--- config.mk ---
export PLATFORM = sky130hd
export DESIGN_NAME = button_conditioner
export DESIGN_NICKNAME = d
export VERILOG_FILES = /design/src/rtl/button_pkg.sv /design/src/rtl/sync_2ff.sv /design/src/rtl/button_conditioner.sv
export SDC_FILE = /design/constraint.sdc
export NUM_CORES = 1
export LEC_CHECK = 0
export ABC_AREA = 1
export CAP_MARGIN = 20
export CORE_MARGIN = 2
export CORE_UTILIZATION = 35
export CTS_CLUSTER_SIZE = 14
export DETAILED_ROUTE_END_ITERATION = 10
export GPL_ROUTABILITY_DRIVEN = 0
export PLACE_DENSITY = 0.51
export SYNTH_ARGS = -nofsm -noshare
export SYNTH_HDL_FRONTEND = slang
export SYNTH_SLANG_ARGS = --single-unit
--- constraint.sdc ---
create_clock -name clk -period 2.1 [get_ports clk]
set_input_delay 0.315 -clock clk [delete_from_list [all_inputs] [get_ports clk]]
set_output_delay 0.315 -clock clk [all_outputs]
set_load 0.03 [all_outputs]
--- src/rtl/button_pkg.sv ---
// rtl/button_pkg.sv - shared types and helpers for the pushbutton front-end.
package button_pkg;

    typedef enum logic [2:0] {
        IDLE,
        DEB_PRESS,
        PRESSED,
        LONG_HELD,
        DEB_RELEASE
    } btn_state_e;

    localparam int PRESS_COUNT_W = 8;

    function automatic int ms_to_cycles(input int freq_hz, input int ms);
        return (freq_hz / 1000) * ms;
    endfunction

    // Never below 1 bit so a terminal value of 1 still yields a legal vector.
    function automatic int cnt_width(input int terminal);
        return (terminal > 1) ? $clog2(terminal) : 1;
    endfunction

endpackage

--- src/rtl/sync_2ff.sv ---
// rtl/sync_2ff.sv - two-flop synchroniser for one asynchronous input.
module sync_2ff #(
    parameter logic RESET_VALUE = 1'b0
) (
    input  logic clk,
    input  logic rst,
    input  logic d,
    output logic q
);

    logic meta_q;
    logic sync_q;

    always_ff @(posedge clk) begin
        if (rst) begin
            meta_q <= RESET_VALUE;
            sync_q <= RESET_VALUE;
        end else begin
            meta_q <= d;
            sync_q <= meta_q;
        end
    end

    assign q = sync_q;

endmodule

--- src/rtl/button_conditioner.sv ---
// rtl/button_conditioner.sv - debounce and classify a raw pushbutton into press/release/long strobes.
// Optional auto-repeat of press strobes while long-held: define BUTTON_AUTO_REPEAT_EN.
module button_conditioner
    import button_pkg::*;
#(
    parameter int CLK_FREQ_HZ      = 50_000_000,
    parameter int DEBOUNCE_TIME_MS = 10,
    parameter int LONG_PRESS_MS    = 1000,
    parameter bit ACTIVE_LOW_BTN   = 1'b0,
    parameter int REPEAT_MS        = 200
) (
    input  logic                     clk,
    input  logic                     rst,
    input  logic                     button_in,
    output logic                     btn_level,
    output logic                     push_led,
    output logic                     press_pulse,
    output logic                     release_pulse,
    output logic                     long_press_pulse,
    output logic [PRESS_COUNT_W-1:0] press_count
);

    localparam int DEB_CYCLES  = ms_to_cycles(CLK_FREQ_HZ, DEBOUNCE_TIME_MS);
    localparam int LONG_CYCLES = ms_to_cycles(CLK_FREQ_HZ, LONG_PRESS_MS);
    localparam int DEB_W       = cnt_width(DEB_CYCLES);
    localparam int LONG_W      = cnt_width(LONG_CYCLES);

    localparam logic [DEB_W-1:0]  DEB_LAST  = DEB_W'(DEB_CYCLES - 1);
    localparam logic [LONG_W-1:0] LONG_LAST = LONG_W'(LONG_CYCLES - 1);

    logic btn_raw;
    logic sync;

    assign btn_raw = ACTIVE_LOW_BTN ? ~button_in : button_in;

    sync_2ff #(
        .RESET_VALUE(1'b0)
    ) u_sync (
        .clk (clk),
        .rst (rst),
        .d   (btn_raw),
        .q   (sync)
    );

    btn_state_e               state_q, state_d;
    logic [DEB_W-1:0]         deb_cnt_q, deb_cnt_d;
    logic [LONG_W-1:0]        hold_cnt_q, hold_cnt_d;
    logic                     ret_long_q, ret_long_d;
    logic                     level_q, level_d;
    logic                     press_q, press_d;
    logic                     release_q, release_d;
    logic                     long_q, long_d;
    logic [PRESS_COUNT_W-1:0] count_q, count_d;

`ifdef BUTTON_AUTO_REPEAT_EN
    localparam int REPEAT_CYCLES = ms_to_cycles(CLK_FREQ_HZ, REPEAT_MS);
    localparam int REP_W         = cnt_width(REPEAT_CYCLES);
    localparam logic [REP_W-1:0] REP_LAST = REP_W'(REPEAT_CYCLES - 1);

    logic [REP_W-1:0] rep_cnt_q, rep_cnt_d;

    always_ff @(posedge clk) begin
        if (rst) begin
            rep_cnt_q <= '0;
        end else begin
            rep_cnt_q <= rep_cnt_d;
        end
    end
`endif

    always_ff @(posedge clk) begin
        if (rst) begin
            state_q    <= IDLE;
            deb_cnt_q  <= '0;
            hold_cnt_q <= '0;
            ret_long_q <= 1'b0;
            level_q    <= 1'b0;
            press_q    <= 1'b0;
            release_q  <= 1'b0;
            long_q     <= 1'b0;
            count_q    <= '0;
        end else begin
            state_q    <= state_d;
            deb_cnt_q  <= deb_cnt_d;
            hold_cnt_q <= hold_cnt_d;
            ret_long_q <= ret_long_d;
            level_q    <= level_d;
            press_q    <= press_d;
            release_q  <= release_d;
            long_q     <= long_d;
            count_q    <= count_d;
        end
    end

    always_comb begin
        state_d    = state_q;
        deb_cnt_d  = deb_cnt_q;
        hold_cnt_d = hold_cnt_q;
        ret_long_d = ret_long_q;
        level_d    = level_q;
        press_d    = 1'b0;
        release_d  = 1'b0;
        long_d     = 1'b0;
        count_d    = count_q;
`ifdef BUTTON_AUTO_REPEAT_EN
        rep_cnt_d  = rep_cnt_q;
`endif
        case (state_q)
            IDLE: begin
                if (sync) begin
                    state_d   = DEB_PRESS;
                    deb_cnt_d = '0;
                end
            end
            DEB_PRESS: begin
                if (!sync) begin
                    state_d = IDLE;
                end else if (deb_cnt_q == DEB_LAST) begin
                    state_d    = PRESSED;
                    press_d    = 1'b1;
                    level_d    = 1'b1;
                    count_d    = count_q + PRESS_COUNT_W'(1);
                    hold_cnt_d = '0;
                end else begin
                    deb_cnt_d = deb_cnt_q + DEB_W'(1);
                end
            end
            PRESSED: begin
                // A falling sample takes precedence over reaching the long-press threshold.
                if (!sync) begin
                    state_d    = DEB_RELEASE;
                    deb_cnt_d  = '0;
                    ret_long_d = 1'b0;
                end else if (hold_cnt_q == LONG_LAST) begin
                    state_d = LONG_HELD;
                    long_d  = 1'b1;
`ifdef BUTTON_AUTO_REPEAT_EN
                    rep_cnt_d = '0;
`endif
                end else begin
                    hold_cnt_d = hold_cnt_q + LONG_W'(1);
                end
            end
            LONG_HELD: begin
                if (!sync) begin
                    state_d    = DEB_RELEASE;
                    deb_cnt_d  = '0;
                    ret_long_d = 1'b1;
                end
`ifdef BUTTON_AUTO_REPEAT_EN
                else if (rep_cnt_q == REP_LAST) begin
                    rep_cnt_d = '0;
                    press_d   = 1'b1;
                    count_d   = count_q + PRESS_COUNT_W'(1);
                end else begin
                    rep_cnt_d = rep_cnt_q + REP_W'(1);
                end
`endif
            end
            DEB_RELEASE: begin
                // A bounce back to pressed resumes the hold where it was, silently.
                if (sync) begin
                    state_d = ret_long_q ? LONG_HELD : PRESSED;
                end else if (deb_cnt_q == DEB_LAST) begin
                    state_d   = IDLE;
                    release_d = 1'b1;
                    level_d   = 1'b0;
                end else begin
                    deb_cnt_d = deb_cnt_q + DEB_W'(1);
                end
            end
            default: begin
                state_d = IDLE;
            end
        endcase
    end

    assign btn_level        = level_q;
    assign push_led         = level_q;
    assign press_pulse      = press_q;
    assign release_pulse    = release_q;
    assign long_press_pulse = long_q;
    assign press_count      = count_q;

endmodule
# After elaboration in Yosys (flattened, before gate mapping)
# Cells that the tools add are included.
[totals]
inputBits = 3
word_cells = 83
regBits = 63
[op_classes]
reduce_logical = 15
bitwise_logic = 4
n_mux = 31
addsub = 3
eq_ne = 19
[ops]
columns = ["cell", "n"]
rows = [
  ["2-to-1 mux 26 bit", 4],
  ["2-to-1 mux 19 bit", 5],
  ["one-hot mux 19 bit (4 select lines)", 1],
  ["one-hot mux 26 bit (2 select lines)", 1],
  ["adder 26 x 1 -> 26 bit (second input constant)", 1],
  ["== test 26 bit (second input constant)", 1],
  ["2-to-1 mux 3 bit", 8],
  ["AND reduction 5 bit", 4],
  ["adder 19 x 1 -> 19 bit (second input constant)", 1],
  ["== test 19 bit (second input constant)", 1],
  ["one-hot mux 3 bit (5 select lines)", 1],
  ["inequality test 2 bit (second input constant)", 7],
  ["2-to-1 mux 1 bit", 9],
  ["OR reduction 3 bit", 3],
  ["adder 8 x 1 -> 8 bit (second input constant)", 1],
  ["== test 3 x 2 -> 1 bit (second input constant)", 2],
  ["inequality test 2 x 1 -> 1 bit (second input constant)", 3],
  ["inequality test 3 bit (second input constant)", 2],
  ["AND reduction 3 bit", 2],
  ["nonzero test 2 bit", 3],
  ["NOT 1 bit", 4],
  ["one-hot mux 1 bit (2 select lines)", 2],
  ["nonzero test 4 bit", 1],
  ["== test 3 x 1 -> 1 bit (second input constant)", 1],
  ["4 further kinds", 4],
]

# Depth between registers and ports, before layout
[depth]
depth_word = 4
depth_mapped = 12

# By module
# A second synthesis with hierarchy kept.
[unflattened]
hier_cells = 638
area_unflattened_um2 = 4062.6
[by_module_without_submodules]
columns = ["mod", "seq_area_each_um2", "area_each_um2", "instances", "cells_each"]
rows = [
  ["button_conditioner", 1221.2, 4007.6, 1, 632],
  ["sync_2ff", 40.0, 55.1, 1, 6],
]

# Least setup slack after synthesis
# OpenSTA, ideal clock, no wires.
[synth_path]
kind = "reg2reg"
startpoint = "register hold_cnt_q[0]"
endpoint = "register hold_cnt_q[17]"
setup_ns = 0.132
arrival_ns = 1.592
stages_incl_launch_ff = 12
path_slack_ns = 0.376
required_time_ns = 1.968
path_cell_list = "dfxtp_1 > ha_1 > nand3_1 > inv_2 > nand2_1 > nor2_1 > nand3_1 > inv_1 > nor2_8 > buf_6 > nand2_1 > a21oi_1"
[synth_via]
elab_chain_len = 4
[synth_lines]
columns = ["item", "line_no", "rtl"]
rows = [
  ["start: declaration", "button_conditioner.sv:47", "logic [LONG_W-1:0] hold_cnt_q, hold_cnt_d;"],
  ["start signal: assignment", "button_conditioner.sv:85", "hold_cnt_q <= hold_cnt_d;"],
  ["adder 26 x 1 -> 26 bit", "button_conditioner.sv:141", "hold_cnt_d = hold_cnt_q + LONG_W'(1);"],
  ["2-to-1 mux 26 bit", "button_conditioner.sv:134", "end else if (hold_cnt_q == LONG_LAST) begin"],
  ["2-to-1 mux 26 bit", "button_conditioner.sv:130", "if (!sync) begin"],
  ["one-hot mux 26 bit (2 select lines)", "button_conditioner.sv:108", "case (state_q)"],
]
# Several ways; a longest one is shown, not always the timed one. The select of a mux whose other input is x is not followed.
# A chain may end at the register's enable or synchronous reset.

# Final worst setup path
[layout_path]
startpoint = "register deb_cnt_q[0]"
endpoint = "register hold_cnt_q[15]"
[layout_via]
elab_chain_len = 3
[layout_lines]
columns = ["item", "line_no", "rtl"]
rows = [
  ["start: declaration", "button_conditioner.sv:46", "logic [DEB_W-1:0] deb_cnt_q, deb_cnt_d;"],
  ["start signal: assignment", "button_conditioner.sv:84", "deb_cnt_q <= deb_cnt_d;"],
  ["== test 19 bit", "button_conditioner.sv:118", "end else if (deb_cnt_q == DEB_LAST) begin"],
  ["inequality test 2 bit (no line)", "--", ""],
  ["AND reduction 5 bit (no line)", "--", ""],
]
# Every way passes these cells.

==> results.md <==
| Stage | Item | Value |
| --- | --- | --- |
| run status | Result of the run | completed |
| place | Port Buffer Count | 15 |
| min path | Number of cells traversed by the worst hold path | 2 |
| sta | Unrepaired setup endpoints after global routing | no |
| finish | Final Instance Count excl. Fillers | 788 |
| clock tree | Number of buffers on the longest clock path | 2 |
| synthesis | Synthesized Nets | 629 |
| place | HPWL reported at the end of detailed placement | 7220 um |
| finish | Core occupancy in the finished layout | 40.9% |
| power | Static Leak | 1.50 nW |
| run | Max cap viols | 0 |
| sta | Worst Tran Pin Value | 0.696 ns |
| sta | Fin Setup TNS | 0 ns |
| global route | Maximum number of pins on one net before global-route repair | 38 |
| clock tree | Root buf cell | sky130_fd_sc_hd__clkbuf_8 |
| worst setup path | Type of element capturing the critical path | flop |
| die | Row count | 38 |
| drt | DRC violations left | 0 |
| drt | Routed wire per std cell | 12.9 um |
| power | Worst voltage drop across the vdd grid | 0.403 mV |
| worst setup path | Endpoint of the lowest-slack register-to-register path | hold_cnt_q[15] |
| synthesis | Yosys synthesis warning count | 0 |
| sta | Post-Route Skew | 0.0103 ns |
| die | Count of boundary I/O pins | 16 |
| global route | Overall track demand over capacity in global routing | 18.6% |
| worst setup path | Cell-by-cell trace of the critical path | ha_1 > nand2_1 > nor2_4 > nand3_4 > nand2_2 > nand2_2 > nor2_8 > nand3_1 > a21oi_1 |
| worst setup path | Type of the setup path with the least slack | flop to flop |
| global route | First-pass GRT wire length | 17,300 um |
| clock tree | Clock insertion delay at the later pin of the skew report | 0.36 ns |
| worst setup path | Worst Reg2Reg Path Length in Cells | 9 |
| die | Die Y | 109 um |
| finish | Commonest non-fill, non-tap cell in the layout | sky130_fd_sc_hd__nand2_1 |
| worst setup path | Setup slack on the worst flop-to-flop path | 0.21 ns |
| place | Number of placed instances with taps included | 772 |
| clock tree | CTS Sinks | 63 |
| sta | Relative slew slack | 53.5% |
| clock tree | Number of buffers created by CTS | 9 |
| drt | Detailed Route Iter0 Violations | 185 |
| min path | Capture endpoint of the worst hold path | deb_cnt_q[17] |
| min path | Startpoint of the most critical hold path | rst |
| worst setup path | Worst Path Required | 2.38 ns |
| drt | Overall routed net length | 10,100 um |
| drt | Avg Vias per Cell | 4.84 |
| global route | Number of global-route vias before repair | 3,596 |
| finish | Share of final-layout standard cells stronger than drive strength 1 | 8.95% |
| worst setup path | Data arrival time at the worst-slack endpoint | 2.17 ns |
| worst setup path | Cell with the most instances on the worst path | sky130_fd_sc_hd__nand2_2 |
| synthesis | Post-synthesis cell type count | 33 |
| worst setup path | Source of the worst register-to-register timing path | deb_cnt_q[0] |
| clock tree | CTS tree | yes |
| drt | Remaining antenna violation count after routing | 0 |
| clock tree | Clock H-tree levels | 3 |
| sta | Count of endpoints failing hold in the final timing report | 0 |
| finish | Commonest non-fill, non-tap cells in the layout | sky130_fd_sc_hd__nand2_1 (179), sky130_fd_sc_hd__nor2_1 (109), sky130_fd_sc_hd__dfxtp_1 (63), sky130_fd_sc_hd__inv_1 (56), sky130_fd_sc_hd__nand3_1 (51) |
| global route | Overflow left after global routing | 0 |
| finish | Final-stage net count | 649 |
| power | Power density over the cells | 781 nW/um^2 |
| synthesis | Count of mapped cells out of synthesis | 623 |
| die | Initial standard-cell utilization of the core | 35.8% |
| worst setup path | Cell type of the slowest stage on the worst timing path | sky130_fd_sc_hd__dfxtp_1 |
| worst setup path | Maximum fanout count along the critical path | 26 |
| global route | Antenna violations before repair | 0 |
| sta | Tcrit/Tclk final | 89.8% |
| synthesis | Post-synthesis register bit count | 63 |
| sta | Maximum operating frequency | 0.530 GHz |
| synthesis | Sequential area share after synthesis | 32.5% |
| finish | Area Growth Syn to Fin | 14.0% |
| synthesis | Per-instance average area after synthesis | 6.24 sq um |
| worst setup path | Startpoint class of the critical path | flop |
| sta | Clock period minus worst slack | 1.89 ns |
| die | Die X-Extent | 109 um |
| sta | Max Transition Viols Final | 0 |
| clock tree | Cts-stage hold buffer count | 0 |
| min path | Type of the worst min-delay path | primary input to flop |
| finish | Diodes inserted | 0 |
| worst setup path | Critical Path Max Stage Delay | 0.40 ns |
| die | Total Die Area | 12,000 sq um |
| die | Std-Cell Core Area | 10,800 sq um |
| drt | Number of detailed-route iterations in the first pass | 6 |
| sta | Setup-violating endpoint count in the final report | 0 |
| clock tree | Worst-path clk slew | 0.07 ns |
| drt | Count of vias placed by the detailed router | 3,814 |
| synthesis | Post-Synthesis Cell Area | 3890 sq um |
## Yosys cell counts
| master | count | area (sq um) |
|---|---|---|
| sky130_fd_sc_hd__nand2_1 | 179 | 672 |
| sky130_fd_sc_hd__nor2_1 | 109 | 409 |
| sky130_fd_sc_hd__dfxtp_1 | 63 | 1260 |
| sky130_fd_sc_hd__inv_1 | 56 | 210 |
| sky130_fd_sc_hd__nand3_1 | 52 | 260 |
| sky130_fd_sc_hd__a21oi_1 | 48 | 240 |
| sky130_fd_sc_hd__xor2_1 | 14 | 123 |
| sky130_fd_sc_hd__nor3_1 | 12 | 60.1 |
| sky130_fd_sc_hd__nand4_1 | 11 | 68.8 |
| sky130_fd_sc_hd__o21ai_0 | 11 | 55.1 |
| sky130_fd_sc_hd__clkbuf_1 | 8 | 30.0 |
| sky130_fd_sc_hd__buf_6 | 7 | 78.8 |
| sky130_fd_sc_hd__inv_2 | 7 | 26.3 |
| sky130_fd_sc_hd__o21ai_1 | 6 | 30.0 |
| sky130_fd_sc_hd__xnor2_1 | 6 | 52.6 |
| sky130_fd_sc_hd__nor2_2 | 5 | 31.3 |
| sky130_fd_sc_hd__nor2_4 | 5 | 56.3 |
| sky130_fd_sc_hd__nand2_2 | 4 | 25.0 |
| sky130_fd_sc_hd__ha_1 | 3 | 37.5 |
| sky130_fd_sc_hd__buf_2 | 2 | 10.0 |
| sky130_fd_sc_hd__buf_4 | 2 | 15.0 |
| sky130_fd_sc_hd__nand3_2 | 2 | 20.0 |
| sky130_fd_sc_hd__a21oi_2 | 1 | 8.76 |
| sky130_fd_sc_hd__a221oi_1 | 1 | 8.76 |
| sky130_fd_sc_hd__nand2_4 | 1 | 11.3 |
| sky130_fd_sc_hd__nand3_4 | 1 | 17.5 |
| sky130_fd_sc_hd__nand3b_1 | 1 | 7.51 |
| sky130_fd_sc_hd__nor2_8 | 1 | 20.0 |
| sky130_fd_sc_hd__o211a_1 | 1 | 10.0 |
| sky130_fd_sc_hd__o21a_1 | 1 | 7.51 |
| sky130_fd_sc_hd__o21ai_2 | 1 | 8.76 |
| sky130_fd_sc_hd__o21bai_1 | 1 | 7.51 |
| sky130_fd_sc_hd__or2_0 | 1 | 6.26 |
## state kept, by name, indices dropped and copies added, names as in the netlist
| signal | flops |
|---|---|
| btn_level | 1 |
| ret_long_q | 1 |
| press_count | 8 |
| long_press_pulse | 1 |
| state_q | 3 |
| hold_cnt_q | 26 |
| press_pulse | 1 |
| release_pulse | 1 |
| u_sync.meta_q | 1 |
| deb_cnt_q | 19 |
| u_sync.q | 1 |
## repair_timing
item,4_1_cts,5_1_grt
resized for setup,0,1
endpoints found under the setup margin,0,5
setup buffers,0,0
## logic make-up (layout without fill, tap and decap cells)
group | after synthesis | count (layout) | share of synthesized area (%)
AND/OR/NAND/NOR | 384 | 384 | 42.9
XOR/XNOR | 20 | 20 | 4.51
flip-flops | 63 | 63 | 32.5
buffers and inverters | 82 | 107 | 9.53
adder cells (fa/ha/maj) | 3 | 3 | 0.966
AO/OA/AOI/OAI | 71 | 71 | 9.69
## worst max path at each step
stage,from,to,slack [ns],cells after the start
floorplan,hold_cnt_q[0],hold_cnt_q[17],0.38,11
global placement,hold_cnt_q[1],hold_cnt_q[1],0.23,10
detailed placement,hold_cnt_q[1],hold_cnt_q[6],0.24,10
CTS,hold_cnt_q[1],hold_cnt_q[6],0.21,10
global route,deb_cnt_q[13],hold_cnt_q[6],0.01,10
finish,deb_cnt_q[0],hold_cnt_q[15],0.21,9
## power by group
part,internal (W),switching [W],leakage (nW)
Clock,0.000800,0.000499,0.123
Sequential,0.00123,0.0000351,0.508
Combinational,0.000235,0.000657,0.865
## through the flow
stage | cell area (sq um) | total power [W] | setup slack, ns | hold WS [ns]
floorplan | 3890 | 0.00199 | 0.376 | 0.388
global placement | 4180 | 0.00219 | 0.230 | 0.397
detailed placement | 4180 | 0.00219 | 0.235 | 0.401
CTS | 4430 | 0.00350 | 0.209 | 0.202
global route | 4430 | 0.00366 | 0.0131 | 0.213
finish | 4430 | 0.00346 | 0.213 | 0.211
## critical path, delay by kind of cell (launching register included)
family	cells	cell delay [ns]
adder cells (fa/ha/maj)	1	0.19
flip-flops	1	0.40
AO/OA/AOI/OAI	1	0.14
AND/OR/NAND/NOR	7	1.08
## per-layer routing
layer	share of wire (%)	GRT usage (%)	vias to the layer above
met1	47	23.1	1711
met4	2.2	6.69	0
met2	47	31.9	68
met5	0	0	-
li1	-	-	2015
met3	3.2	3.68	20
## layout make-up
cell class                 count  area, sq um
tap                          140          175
inverter                      63          236
fill                        1185         6410
clock buffer                  14          183
multi-input combinational    478         2260
sequential                    63         1260
timing repair buffer          28          255
clock inverter                 2         60.1
(Power assumes the default switching activity.)
